===== config.mk =====
export PLATFORM = sky130hd
export DESIGN_NAME = pwm_compare
export DESIGN_NICKNAME = d
export VERILOG_FILES = /design/src/rtl/pwm_compare.sv
export SDC_FILE = /design/constraint.sdc
export NUM_CORES = 1
export LEC_CHECK = 0
export BUFFER_PORTS_ARGS = -buffer_cell sky130_fd_sc_hd__buf_2
export CAP_MARGIN = 20
export CORE_ASPECT_RATIO = 0.8
export CORE_MARGIN = 5
export CORE_UTILIZATION = 30
export CTS_CLUSTER_DIAMETER = 60
export DETAILED_ROUTE_END_ITERATION = 8
export PLACE_DENSITY_LB_ADDON = 0.2
export SLEW_MARGIN = 10
export SYNTH_ARGS = -nofsm -noshare
export SYNTH_HDL_FRONTEND = slang
export SYNTH_SLANG_ARGS = --single-unit

===== constraint.sdc =====
create_clock -name clk -period 1.7 [get_ports clk]
set_input_delay 0.34 -clock clk [delete_from_list [all_inputs] [get_ports clk]]
set_output_delay 0.34 -clock clk [all_outputs]
set_load 0.005 [all_outputs]

===== src/rtl/pwm_compare.sv =====
// PWM comparator fed by an upstream free-running counter; 1-cycle latency from count_in to pwm_out.
// Duty updates use valid/ready and are applied only at a wrap. Optional wrap counter under PWM_PERIOD_CNT_EN.
module pwm_compare #(
    parameter int WIDTH = 4,
    parameter int CNT_W = 8
) (
    input  logic             clk,
    input  logic             rst,
    input  logic [WIDTH-1:0] count_in,
    input  logic [WIDTH-1:0] duty_in,
    input  logic             duty_valid,
    output logic             duty_ready,
    output logic             pwm_out,
    output logic             period_tick,
    output logic [WIDTH-1:0] active_duty
`ifdef PWM_PERIOD_CNT_EN
    ,
    output logic [CNT_W-1:0] period_cnt
`endif
);

    typedef enum logic {
        IDLE,
        PENDING
    } state_t;

    if (WIDTH < 1 || CNT_W < 1) begin : g_bad_param
        $error("pwm_compare: WIDTH and CNT_W must be at least 1");
    end

    state_t           state_q;
    logic [WIDTH-1:0] prev_count_q;
    logic [WIDTH-1:0] shadow_q;
    logic [WIDTH-1:0] active_duty_q;
    logic             pwm_q;
    logic             tick_q;
    logic             wrap_d;
    logic             pwm_d;

    // Any drop in count is a period boundary, including an upstream counter reset.
    assign wrap_d = (count_in < prev_count_q);
    assign pwm_d  = (count_in < active_duty_q);

    always_ff @(posedge clk or posedge rst) begin
        if (rst) begin
            state_q       <= IDLE;
            prev_count_q  <= '0;
            shadow_q      <= '0;
            active_duty_q <= '0;
            pwm_q         <= 1'b0;
            tick_q        <= 1'b0;
        end else begin
            prev_count_q <= count_in;
            tick_q       <= wrap_d;
            pwm_q        <= pwm_d;
            case (state_q)
                IDLE: begin
                    if (duty_valid) begin
                        shadow_q <= duty_in;
                        state_q  <= PENDING;
                    end
                end
                PENDING: begin
                    if (wrap_d) begin
                        active_duty_q <= shadow_q;
                        state_q       <= IDLE;
                    end
                end
                default: state_q <= IDLE;
            endcase
        end
    end

    assign duty_ready  = (state_q == IDLE);
    assign pwm_out     = pwm_q;
    assign period_tick = tick_q;
    assign active_duty = active_duty_q;

`ifdef PWM_PERIOD_CNT_EN
    logic [CNT_W-1:0] period_cnt_q;

    always_ff @(posedge clk or posedge rst) begin
        if (rst) begin
            period_cnt_q <= '0;
        end else if (wrap_d) begin
            period_cnt_q <= period_cnt_q + CNT_W'(1);
        end
    end

    assign period_cnt = period_cnt_q;
`endif

endmodule


Yosys cells after proc, flatten, opt, wreduce, memory -nomap -nowiden
Index checks and enable logic that the tools add are counted.
- bits in registers: 15
- input bits: 11
- output and inout port bits: 7
- magnitude comparators: 2
- mux-type cells: 3
- bitwise gates (word level): 1
- reductions and logical operators: 2
- operator list (kind ; number):
    $lt A4 B4 Y1 ; 2
    $reduce_and A2 Y1 ; 2
    $mux W1 ; 2
    $pmux W1 S2 ; 1
    $not A1 Y1 ; 1

Depth between registers and ports, before layout
- depth after elaboration: 3
- mapped depth: 6
- depth with buffers taken out: 6

Worst setup path before layout
No wires, ideal clock.
- kind: input to register
- start point: input port count_in[3]
- end point: register active_duty_q[0] (netlist: active_duty[0])
- data arrival time: 1.314 ns
- slack: 0.261 ns
- stages: 5
- cell sequence: ha_1 > o211ai_2 > o21a_2 > nand2_4 > mux2_4
- cells in the longest elaborated chain, start to end: 2
- RTL lines (item ; RTL line ; text):
    start, declared ; 9 ; input logic [WIDTH-1:0] count_in,
    $lt A4 B4 Y1 ; 41 ; assign wrap_d = (count_in < prev_count_q);
    named net wrap_d ; 37 ; logic wrap_d;
    $reduce_and A2 Y1 (no source line) ; -- ;
    end signal, assigned ; 65 ; active_duty_q <= shadow_q;
    end, declared ; 34 ; logic [WIDTH-1:0] active_duty_q;
The timed path passes the listed nets, and every way through them passes these cells.
A chain may end at the register's enable or synchronous reset.

Worst setup path in the final report
- start point: register prev_count_q[2]
- end point: register active_duty_q[0] (netlist: active_duty[0])
- cells in the longest elaborated chain, start to end: 2
- RTL lines (item ; RTL line ; text):
    start, declared ; 32 ; logic [WIDTH-1:0] prev_count_q;
    start signal, assigned ; 53 ; prev_count_q <= count_in;
    $lt A4 B4 Y1 ; 41 ;
    named net wrap_d ; 37 ;
    $reduce_and A2 Y1 (no source line) ; -- ;
The timed path passes the listed nets, and every way through them passes these cells.

==> key figures <==
Clocking
  – CTS Buf Count: 3
  – TritonCTS Sinks: 15
  – Post-CTS setup buffer count: 0
  – CTS max path bufs: 2
  – Hold-fix buffers at CTS: 0
  – Clock Pin Slew Worst Setup and Hold Paths: 0.09 ns
  – CTS tree: built
  – Clock root cell: clkbuf_4
  – Clock latency on the worst-skew pair: 0.28 ns
  – Max H-tree Level: 1
  – Post-CTS Resized: 0

Power
  – Comb power frac: 0.332
  – Switching Fraction: 0.290
  – Register share of total power: 0.488
  – Power Total: 1.11 mW
  – Clock share of power: 0.179
  – Net load switching power: 0.323 mW
  – VDD IR max: 0.550 mV
  – Pwr dens: 1360 mW/mm^2
  – Leak: 0.437 nW
  – Internal power: 0.792 mW

Worst setup path
  – Critical Path Source Type: flop
  – Worst path required time: 1.88 ns
  – R2R cell count: 6
  – Setup crit end kind: flop
  – Critical path class: flop to flop
  – Worst EP arrival: 1.65 ns
  – Critical Path Fanout Max: 5
  – R2r setup slk: 0.22 ns
  – FF-to-FF Start: prev_count_q[2]
  – Capturing point of the worst reg2reg path: active_duty[0]

Logic synthesis
  – Mapped Nets: 65
  – Post-Syn Area per Cell: 14.1 sq um
  – Area share of the largest cell type after synthesis: 0.556
  – Sequential share of the synthesized area: 0.556
  – Area contributors post-synth: dfrtp_1 (56%), ha_1 (11%), mux2_4 (8.9%)
  – Syn Inst Count: 48
  – Cell variety after synth: 14
  – FF+latch count, synth: 15
  – Cell area after synthesis: 676 sq um
  – Dominant cell type by area after synthesis: dfrtp_1
  – Synth warn: 0

Drt
  – Final ANT Viol Nets: 0
  – Vias: 390
  – Residual DRC: 0
  – Initial DRT Pass Iterations: 2
  – Via/cell ratio: 4.15
  – Drt wl/cell: 11.6 um
  – First DRT Iteration DRCs: 7
  – Wirelength, routed: 1.09 mm

Global route
  – First-pass GRT wire length: 1.93 mm
  – GRT Total Usage: 0.0771
  – Initial antenna violation count: 0
  – GRT overflow: 0
  – Largest net degree at the start of global routing: 16
  – Via count of the first global-routing pass: 423

Cells and area
  – Antenna Cells: 0
  – Multi-input gate area: 270 sq um
  – Fraction of layout cells with a size suffix above 1: 0.478
  – Non-Filler Instances: 94
  – Register area: 375 sq um
  – Final net count: 87
  – Area Overhead vs Synth: 21.3%
  – Fill count: 224

STA
  – Period utilization: 0.869
  – Fmax achieved: 677 MHz
  – Setup TNS: 0 ns
  – Fin. Hold Viols: 0
  – RSZ-0062 raised after global routing: false
  – Fin crit period: 1.48 ns
  – Slew Viols, Final: 0
  – Final setup vio count: 0
  – Final Skew: 0.00684 ns
  – Max-slew headroom: 0.618
  – Slew @ Worst Pin: 0.573 ns

Place
  – Port buffer count: 17
  – Placer Congestion: 0.743
  – Post-DP HPWL: 889 um
  – Dpl cells: 90

Floorplan
  – Die X: 63.1 um
  – Row cnt: 15
  – Core Box Area: 0.00216 sq mm
  – Initial Utilization: 0.313
  – Die area: 0.00331 sq mm
  – Num ports: 18
  – Die height: 52.4 um

Hold path
  – Worst hold path type: input pin to async pin

Flow run
  – MaxCap Viol Count: 0

Outcome
  – Outcome: finished, final reports clean
-- per-layer routing --
layer,share of wire,vias to the layer above,track usage
li1,-,204,-
met1,0.50,170,0.0945
met2,0.39,14,0.108
met3,0.094,2,0.0536
met4,0.0083,0,0.0212
met5,0,-,0
-- state kept, by name, indices dropped and copies added (netlist names) --
| register | flops |
|---|---|
| shadow_q | 4 |
| period_tick | 1 |
| prev_count_q | 4 |
| pwm_out | 1 |
| state_q | 1 |
| active_duty | 4 |
-- placed cells by master, fill, tap and decap left out, drive strengths merged, types with 2 or more instances in the layout --
cell,n
a21oi,2
mux2,8
o21a,2
dfrtp,15
a21o,2
clkbuf,3
buf,17
inv,8
ha,6
-- cells in the mapped netlist --
library cell	number
dfrtp_1	15
inv_1	8
ha_1	6
mux2_2	4
mux2_4	4
a21o_1	2
a21oi_1	2
nand2_4	1
nand2b_1	1
nor2b_1	1
nor3b_2	1
o211ai_2	1
o21a_1	1
o21a_2	1
-- layout make-up --
cell class | count | share of cell area
clock inverter | 1 | 0.00611
timing repair buffer | 17 | 0.104
inverter | 8 | 0.0366
sequential | 15 | 0.458
multi-input combinational | 25 | 0.330
clock buffer | 3 | 0.0275
tap | 25 | 0.0382
-- worst max-delay path: stages (launching register included) --
cell and delay [ns]:
dfrtp_1 0.33, inv_1 0.04, ha_1 0.28, o211ai_2 0.08, o21a_2 0.24, nand2_4 0.11
mux2_4 0.30
-- logic make-up after synthesis --
group / Yosys count / share of synthesized area
fa+ha+maj: 6 / 0.111
compound gates: 7 / 0.0796
mux: 8 / 0.156
buf+inv: 8 / 0.0444
simple gates: 4 / 0.0537
flops: 15 / 0.556
-- metrics by stage --
step	util	setup slack (ns)	instance area, sq um	hold WS [ns]
detailed placement	0.367	0.0755	792	0.433
global placement	0.367	0.0820	792	0.430
floorplan	-	0.261	676	0.241
global route	0.380	0.155	820	0.147
CTS	0.380	0.204	820	0.118
finish	0.380	0.223	820	0.0978
-- worst max-delay path by stage --
stage / start / depth (start not counted) / slack [ns] / end
floorplan: count_in[3] / 5 / 0.26 / active_duty[0]
global placement: count_in[1] / 6 / 0.08 / active_duty[3]
detailed placement: count_in[3] / 6 / 0.08 / active_duty[0]
CTS: prev_count_q[2] / 6 / 0.20 / active_duty[3]
global route: prev_count_q[3] / 6 / 0.15 / active_duty[0]
finish: prev_count_q[2] / 6 / 0.22 / active_duty[0]
-- power by group through the flow --
stage	Combinational [mW]	Sequential (mW)	Clock, mW
floorplan	0.253	0.547	0
CTS	0.384	0.548	0.210
global route	0.421	0.565	0.222
global placement	0.381	0.557	0
detailed placement	0.382	0.556	0
finish	0.370	0.544	0.200
(Power assumes the default switching activity.)
